### config.mk
export PLATFORM = sky130hd
export DESIGN_NAME = multicycle_control
export DESIGN_NICKNAME = d
export VERILOG_FILES = /design/src/rtl/multicycle_control_pkg.sv /design/src/rtl/multicycle_control.sv
export SDC_FILE = /design/constraint.sdc
export NUM_CORES = 1
export LEC_CHECK = 0
export BUFFER_PORTS_ARGS = -buffer_cell sky130_fd_sc_hd__buf_2
export CELL_PAD_IN_SITES_DETAIL_PLACEMENT = 0
export CELL_PAD_IN_SITES_GLOBAL_PLACEMENT = 2
export CORE_ASPECT_RATIO = 1.2
export CORE_MARGIN = 1.5
export CORE_UTILIZATION = 29
export DETAILED_ROUTE_END_ITERATION = 10
export GPL_TIMING_DRIVEN = 0
export PLACE_DENSITY_LB_ADDON = 0.1
export SLEW_MARGIN = 40
export SYNTH_ARGS = -nofsm -noshare
export SYNTH_HDL_FRONTEND = slang
export SYNTH_SLANG_ARGS = --single-unit
export TNS_END_PERCENT = 20
### constraint.sdc
create_clock -name clk -period 2.8 [get_ports clk]
set_input_delay 0.14 -clock clk [delete_from_list [all_inputs] [get_ports clk]]
set_output_delay 0.14 -clock clk [all_outputs]
set_load 0.05 [all_outputs]
### src/rtl/multicycle_control_pkg.sv
// -----------------------------------------------------------------------------
// multicycle_control_pkg
//   Shared definitions for the multi-cycle MIPS sequencer:
//   - supported opcodes
//   - ALUOp, PCSrc and ALUSrcB encodings
//   - the 13-state FSM encoding (4 bits)
//   - a packed bundle of every control output
//   - a helper that reports whether an opcode is implemented
// -----------------------------------------------------------------------------
package multicycle_control_pkg;

    // Opcodes handled by the sequencer
    localparam logic [5:0] OP_RTYPE = 6'h00;
    localparam logic [5:0] OP_J     = 6'h02;
    localparam logic [5:0] OP_BEQ   = 6'h04;
    localparam logic [5:0] OP_BNE   = 6'h05;
    localparam logic [5:0] OP_ADDI  = 6'h08;
    localparam logic [5:0] OP_ORI   = 6'h0D;
    localparam logic [5:0] OP_LUI   = 6'h0F;
    localparam logic [5:0] OP_LW    = 6'h23;
    localparam logic [5:0] OP_SW    = 6'h2B;

    // ALU operation requests
    localparam logic [2:0] ALUOP_ADD   = 3'b100;
    localparam logic [2:0] ALUOP_OR    = 3'b101;
    localparam logic [2:0] ALUOP_SUB   = 3'b110;
    localparam logic [2:0] ALUOP_FUNCT = 3'b111;

    // PC source select
    localparam logic [1:0] PCSRC_ALU    = 2'b00;
    localparam logic [1:0] PCSRC_ALUOUT = 2'b01;
    localparam logic [1:0] PCSRC_JUMP   = 2'b10;

    // ALU B operand select
    localparam logic [1:0] ALUSRCB_RT       = 2'b00;
    localparam logic [1:0] ALUSRCB_FOUR     = 2'b01;
    localparam logic [1:0] ALUSRCB_IMM      = 2'b10;
    localparam logic [1:0] ALUSRCB_IMM_SHL2 = 2'b11;

    // Sequencer states
    typedef enum logic [3:0] {
        ST_IDLE   = 4'd0,
        ST_FETCH  = 4'd1,
        ST_DECODE = 4'd2,
        ST_MEMADR = 4'd3,
        ST_MEMRD  = 4'd4,
        ST_MEMWB  = 4'd5,
        ST_MEMWR  = 4'd6,
        ST_EXEC   = 4'd7,
        ST_RWB    = 4'd8,
        ST_IEXEC  = 4'd9,
        ST_IWB    = 4'd10,
        ST_BRANCH = 4'd11,
        ST_JUMP   = 4'd12
    } state_e;

    // All control outputs in one bundle so a single default clears them
    typedef struct packed {
        logic       iord;
        logic       mem_read;
        logic       mem_write;
        logic       ir_write;
        logic       pc_write;
        logic       branch_eq;
        logic       branch_ne;
        logic [1:0] pc_src;
        logic       alu_src_a;
        logic [1:0] alu_src_b;
        logic [2:0] alu_op;
        logic       extend_side;
        logic       reg_write;
        logic       reg_dst;
        logic       mem_to_reg;
        logic       instr_done;
        logic       illegal_op;
    } ctrl_t;

    // True for every opcode the sequencer knows how to step through
    function automatic logic op_supported(input logic [5:0] op);
        logic ok;
        case (op)
            OP_RTYPE, OP_J, OP_BEQ, OP_BNE, OP_ADDI,
            OP_ORI, OP_LUI, OP_LW, OP_SW: ok = 1'b1;
            default:                      ok = 1'b0;
        endcase
        return ok;
    endfunction

endpackage

### src/rtl/multicycle_control.sv
// -----------------------------------------------------------------------------
// multicycle_control
//   Moore sequencer for a multi-cycle MIPS datapath.
//   Each instruction is stepped through fetch, decode, execute, memory and
//   writeback. Memory states stretch until MemReady.
//
// Ports
//   clk        : system clock, rising edge
//   reset      : asynchronous active-low reset
//   OP         : opcode from the instruction register (sampled in DECODE)
//   Zero       : ALU zero flag (branch resolved outside this block)
//   MemReady   : memory completes the current access this cycle
//   IorD, MemRead, MemWrite, IRWrite, PCWrite, BranchEQ, BranchNE,
//   PCSrc[1:0], ALUSrcA, ALUSrcB[1:0], ALUOp[2:0], ExtendSide,
//   RegWrite, RegDst, MemtoReg : datapath selects and strobes
//   InstrDone  : pulse in the final state of each instruction
//   IllegalOp  : pulse when DECODE sees an unsupported opcode
// -----------------------------------------------------------------------------
module multicycle_control
    import multicycle_control_pkg::*;
(
    input  logic       clk,
    input  logic       reset,
    input  logic [5:0] OP,
    input  logic       Zero,
    input  logic       MemReady,
    output logic       IorD,
    output logic       MemRead,
    output logic       MemWrite,
    output logic       IRWrite,
    output logic       PCWrite,
    output logic       BranchEQ,
    output logic       BranchNE,
    output logic [1:0] PCSrc,
    output logic       ALUSrcA,
    output logic [1:0] ALUSrcB,
    output logic [2:0] ALUOp,
    output logic       ExtendSide,
    output logic       RegWrite,
    output logic       RegDst,
    output logic       MemtoReg,
    output logic       InstrDone,
    output logic       IllegalOp
);

    state_e      state_q;
    state_e      state_d;
    logic [5:0]  op_q;
    ctrl_t       ctrl;

    // The branch condition is applied in the datapath; the flag is only
    // present on this block's boundary.
    logic unused_zero;
    assign unused_zero = Zero;

    // -------------------------------------------------------------------------
    // State register and opcode copy. The opcode is captured on the DECODE
    // edge so later states ignore any change on the IR output.
    // -------------------------------------------------------------------------
    always_ff @(posedge clk or negedge reset) begin
        if (!reset) begin
            state_q <= ST_IDLE;
            op_q    <= 6'h00;
        end else begin
            state_q <= state_d;
            if (state_q == ST_DECODE) begin
                op_q <= OP;
            end
        end
    end

    // -------------------------------------------------------------------------
    // Next-state logic
    // -------------------------------------------------------------------------
    always_comb begin
        state_d = state_q;
        case (state_q)
            ST_IDLE:   state_d = ST_FETCH;
            ST_FETCH:  state_d = MemReady ? ST_DECODE : ST_FETCH;
            ST_DECODE: begin
                case (OP)
                    OP_LW, OP_SW:           state_d = ST_MEMADR;
                    OP_RTYPE:               state_d = ST_EXEC;
                    OP_ADDI, OP_ORI, OP_LUI: state_d = ST_IEXEC;
                    OP_BEQ, OP_BNE:         state_d = ST_BRANCH;
                    OP_J:                   state_d = ST_JUMP;
                    default:                state_d = ST_FETCH;
                endcase
            end
            // Only LW and SW reach MEMADR, so anything not SW is a load.
            ST_MEMADR: state_d = (op_q == OP_SW) ? ST_MEMWR : ST_MEMRD;
            ST_MEMRD:  state_d = MemReady ? ST_MEMWB : ST_MEMRD;
            ST_MEMWB:  state_d = ST_FETCH;
            ST_MEMWR:  state_d = MemReady ? ST_FETCH : ST_MEMWR;
            ST_EXEC:   state_d = ST_RWB;
            ST_RWB:    state_d = ST_FETCH;
            ST_IEXEC:  state_d = ST_IWB;
            ST_IWB:    state_d = ST_FETCH;
            ST_BRANCH: state_d = ST_FETCH;
            ST_JUMP:   state_d = ST_FETCH;
            default:   state_d = ST_IDLE;
        endcase
    end

    // -------------------------------------------------------------------------
    // Output decode. Everything defaults to 0, so each state lists only
    // what it asserts.
    // -------------------------------------------------------------------------
    always_comb begin
        ctrl = '0;
        case (state_q)
            ST_FETCH: begin
                ctrl.mem_read  = 1'b1;
                ctrl.iord      = 1'b0;
                ctrl.alu_src_a = 1'b0;
                ctrl.alu_src_b = ALUSRCB_FOUR;
                ctrl.alu_op    = ALUOP_ADD;
                ctrl.pc_src    = PCSRC_ALU;
                // IR load and PC+4 commit only when the fetch returns.
                ctrl.ir_write  = MemReady;
                ctrl.pc_write  = MemReady;
            end
            ST_DECODE: begin
                // Branch target computed speculatively into ALUOut.
                ctrl.alu_src_a  = 1'b0;
                ctrl.alu_src_b  = ALUSRCB_IMM_SHL2;
                ctrl.alu_op     = ALUOP_ADD;
                ctrl.illegal_op = !op_supported(OP);
            end
            ST_MEMADR: begin
                ctrl.alu_src_a = 1'b1;
                ctrl.alu_src_b = ALUSRCB_IMM;
                ctrl.alu_op    = ALUOP_ADD;
            end
            ST_MEMRD: begin
                ctrl.mem_read = 1'b1;
                ctrl.iord     = 1'b1;
            end
            ST_MEMWB: begin
                ctrl.reg_write  = 1'b1;
                ctrl.reg_dst    = 1'b0;
                ctrl.mem_to_reg = 1'b1;
                ctrl.instr_done = 1'b1;
            end
            ST_MEMWR: begin
                ctrl.mem_write  = 1'b1;
                ctrl.iord       = 1'b1;
                // The store retires in the cycle the memory accepts it.
                ctrl.instr_done = MemReady;
            end
            ST_EXEC: begin
                ctrl.alu_src_a = 1'b1;
                ctrl.alu_src_b = ALUSRCB_RT;
                ctrl.alu_op    = ALUOP_FUNCT;
            end
            ST_RWB: begin
                ctrl.reg_write  = 1'b1;
                ctrl.reg_dst    = 1'b1;
                ctrl.mem_to_reg = 1'b0;
                ctrl.instr_done = 1'b1;
            end
            ST_IEXEC: begin
                ctrl.alu_src_a   = 1'b1;
                ctrl.alu_src_b   = ALUSRCB_IMM;
                ctrl.alu_op      = (op_q == OP_ORI) ? ALUOP_OR : ALUOP_ADD;
                ctrl.extend_side = (op_q == OP_LUI);
            end
            ST_IWB: begin
                ctrl.reg_write   = 1'b1;
                ctrl.reg_dst     = 1'b0;
                ctrl.mem_to_reg  = 1'b0;
                // Keep the immediate placement stable through writeback.
                ctrl.extend_side = (op_q == OP_LUI);
                ctrl.instr_done  = 1'b1;
            end
            ST_BRANCH: begin
                ctrl.alu_src_a  = 1'b1;
                ctrl.alu_src_b  = ALUSRCB_RT;
                ctrl.alu_op     = ALUOP_SUB;
                ctrl.pc_src     = PCSRC_ALUOUT;
                ctrl.branch_eq  = (op_q == OP_BEQ);
                ctrl.branch_ne  = (op_q == OP_BNE);
                ctrl.instr_done = 1'b1;
            end
            ST_JUMP: begin
                ctrl.pc_write   = 1'b1;
                ctrl.pc_src     = PCSRC_JUMP;
                ctrl.instr_done = 1'b1;
            end
            default: ctrl = '0;
        endcase
    end

    assign IorD       = ctrl.iord;
    assign MemRead    = ctrl.mem_read;
    assign MemWrite   = ctrl.mem_write;
    assign IRWrite    = ctrl.ir_write;
    assign PCWrite    = ctrl.pc_write;
    assign BranchEQ   = ctrl.branch_eq;
    assign BranchNE   = ctrl.branch_ne;
    assign PCSrc      = ctrl.pc_src;
    assign ALUSrcA    = ctrl.alu_src_a;
    assign ALUSrcB    = ctrl.alu_src_b;
    assign ALUOp      = ctrl.alu_op;
    assign ExtendSide = ctrl.extend_side;
    assign RegWrite   = ctrl.reg_write;
    assign RegDst     = ctrl.reg_dst;
    assign MemtoReg   = ctrl.mem_to_reg;
    assign InstrDone  = ctrl.instr_done;
    assign IllegalOp  = ctrl.illegal_op;

endmodule

==> key figures <==
STA
  • Tmin final: 2271 ps
  • Fmax achieved: 440.4 MHz
  • Unrepaired setup endpoints after global routing: no
  • Largest clock skew in the final design: 4.399 ps
  • Post-route fraction of the period consumed by the critical path: 0.8110
  • Fin. Hold Viols: 0
  • Sum of negative setup slack: 0 ps
  • Worst Setup Slack, final: 529.2 ps
  • Actual slew at the worst max-slew pin: 603.7 ps
  • Max-Slew Margin vs Limit: 0.5958
  • Max-slew violations: 0
  • Total of endpoints with negative setup slack in the final report: 0

Clock network
  • Count of H-tree levels built during CTS: 1
  • Clock Path Buffers: 2
  • Post-CTS Repair Setup Buffers: 0
  • Post-cts gate resize count: 0
  • Number of CTS-inserted buffers: 3
  • TritonCTS sink count: 10
  • Clock-pin slew on the worst setup and hold paths: 60 ps
  • Clock root buffer: sky130_fd_sc_hd__clkbuf_4
  • Clock tree from TritonCTS: yes
  • # hold bufs at CTS: 1
  • Insertion delay of the later-clocked pin in the worst-skew pair: 260 ps

Finish
  • Synth-to-Final Area Change: 25.50%
  • NumNets Final: 153
  • # fillers: 315
  • Antenna diode count: 0
  • Layout cells sized above 1: 0.3262

Routing
  • Routed vias/inst: 5.263
  • Antenna-violating nets left: 0
  • Number of detailed-route iterations in the first pass: 4
  • Wire length reported by the detailed router: 2399 microns
  • Initial drt markers: 21
  • Routed vias: 921
  • Detailed-route DRC error count: 0
  • Per-cell routed wire length: 13.71 microns

Logic synthesis
  • Async SR Flop Fraction: 1.000
  • Syn Nets: 118
  • Gate count of the mapped netlist: 108
  • Synthesis-stage register bit count: 10
  • Top FF cell, synth: sky130_fd_sc_hd__dfrtp_1
  • Part of the Yosys area used for sequential elements: 0.2833
  • Number of enable flip-flop cells after synthesis: 0
  • Cell area after synthesis: 883.3 sq um
  • Unique cell type count in the Yosys netlist: 37
  • Yosys warning count: 0
  • Avg Cell Area, Syn: 8.179 sq um

Power and ir drop
  • Worst IR drop on VDD: 0.4487 mV
  • Static Leak: 0.0004889 uW
  • Areal power density over the cells: 1203 nW/um^2

Placement
  • Placer congestion estimate: 0.6859
  • Minimum setup slack after placement: 770.6 ps
  • Post-detail-place hpwl: 1877 microns
  • Count of buffers inserted at the top-level ports: 29

Critical path
  • Endpoint arrival time on the critical path: 2130 ps
  • Crit Path Class: flip-flop to output pin
  • Count of buffering cells on the critical path with inverters included: 2
  • Critical Path Source Type: flip-flop
  • Cell type with the highest occurrence count on the critical path: sky130_fd_sc_hd__buf_2
  • Cell with the biggest individual delay on the critical path: sky130_fd_sc_hd__nor4b_4
  • Cell chain of the critical path: buf_2 -> nor4b_4 -> o221ai_1 -> o21ba_2 -> buf_2
  • Critical path peak fanout: 10
  • Crit-path leading delay family: simple AND/OR/NAND/NOR gates
  • CP max stage delay: 590 ps
  • Element type at the critical path end: output pin
  • Req. time, crit path: 2660 ps

Min path
  • Path category of the worst min-delay check: primary input to flip-flop

Floorplanning
  • Die outline width: 53.38 microns
  • Area of the core region: 2838 sq um
  • Overall die area: 3387 sq um
  • Number of core rows: 21
  • Number of top-level design ports: 31
  • Height of the chip: 63.46 microns
  • Initial core utilization: 0.3113

GRT
  • Remaining global-route overflow: 0
  • Maximum number of pins on one net before global-route repair: 11
  • Wire length of the first global-routing pass: 4043 microns
  • Global routing usage summed across all routing layers: 0.1596
  • Via count of the first global-routing pass: 835
  • Antenna violations before repair: 0

Run
  • Max-cap violations: 0

Status
  • Run status: completed
[state kept, by name, summed over array words and instances, names as in the netlist]
name     cells
op_q         6
state_q      4
[synthesized netlist by cell type, drive strengths merged (2+ instances only)]
master	count	area [sq um]
nor3	6	30.03
nor2	7	26.28
clkbuf	3	11.26
o21bai	2	15.01
a21oi	5	25.02
nor3b	4	30.03
o22ai	3	18.77
and2	2	12.51
nand2	10	37.54
buf	5	22.52
mux2	6	67.56
a211oi	3	22.52
nand4b	2	17.52
nand2b	5	31.28
or4	2	15.01
nor2b	8	50.05
dfrtp	10	250.2
nor4	3	18.77
or2	2	12.51
o21ai	2	10.01
and3	3	18.77
[final cells by class]
cell class	instances	area (sq um)	share of cell area
sequential	10	250.2	0.2257
buffer	8	33.78	0.03047
tap	34	42.54	0.03837
inverter	1	3.754	0.003386
clock buffer	3	22.52	0.02032
multi-input combinational	89	600.6	0.5418
timing repair buffer	30	155.1	0.1400
[worst paths after layout]
| check | start | depth (start not counted) | to | slack, ps |
|---|---|---|---|---|
| min in group asynchronous | reset | 2 | op_q[5] | 270 |
| worst min-delay path | OP[5] | 3 | op_q[5] | 150 |
| worst min register to register | op_q[4] | 1 | op_q[4] | 520 |
| worst max-delay path | state_q[2] | 5 | IllegalOp | 530 |
| max in group asynchronous | reset | 2 | state_q[1] | 2330 |
| worst max register to register | state_q[2] | 3 | op_q[0] | 1150 |
[cells in the final DEF, fill, tap and decap left out, drive strengths merged, types with 2 or more instances in the layout]
cell type   n
nor2b       8
or2         2
nand2b      5
o21bai      2
nor3        6
nor2        7
o22ai       3
and3        3
and2        2
o21ai       2
nor4        3
buf        34
nand2      10
dfrtp      10
nand4b      2
a211oi      3
clkbuf      6
mux2        6
a21oi       5
or4         2
nor3b       4
[per-layer routing]
metal,vias to the layer above,global-route usage,wire length (microns)
met5,-,0,0
met3,2,0.01422,103
met4,0,0.05769,20
li1,466,-,-
met2,24,0.2562,1161
met1,429,0.2175,1114
[cells by family (layout without fill, tap and decap cells)]
group | Yosys count | count (layout) | share of synthesized area
DFF | 10 | 10 | 0.2833
AOI/OAI and AO/OA | 23 | 23 | 0.1813
and+or+nand+nor | 57 | 57 | 0.3853
xor gates and xnor gates | 2 | 2 | 0.01983
muxes | 7 | 7 | 0.08781
buffers and inverters | 9 | 42 | 0.04249
[through the flow]
stage | power [uW] | instances | hold WS, ps | area, sq um | utilization
floorplan | 1039 | 108 | -155.6 | 888.4 | -
global placement | 1243 | 171 | 12.97 | 1076 | 0.3792
detailed placement | 1250 | 171 | 15.73 | 1076 | 0.3792
CTS | 1350 | 175 | 136.4 | 1109 | 0.3907
global route | 1434 | 175 | 171.4 | 1109 | 0.3907
finish | 1334 | 175 | 151.1 | 1109 | 0.3907
[report_power, final]
part           total [uW]  internal, uW  switching (uW)
registers             273           212            61.7
clock network        92.1          49.3            42.8
logic                 968           292             676
total                1330           553             780
[tightest hold or removal path: stages]
cell	delay, ps
sky130_fd_sc_hd__buf_2	120
sky130_fd_sc_hd__nand2_1	50
sky130_fd_sc_hd__o21ai_0	60
Power figures use the tool's default switching activity.
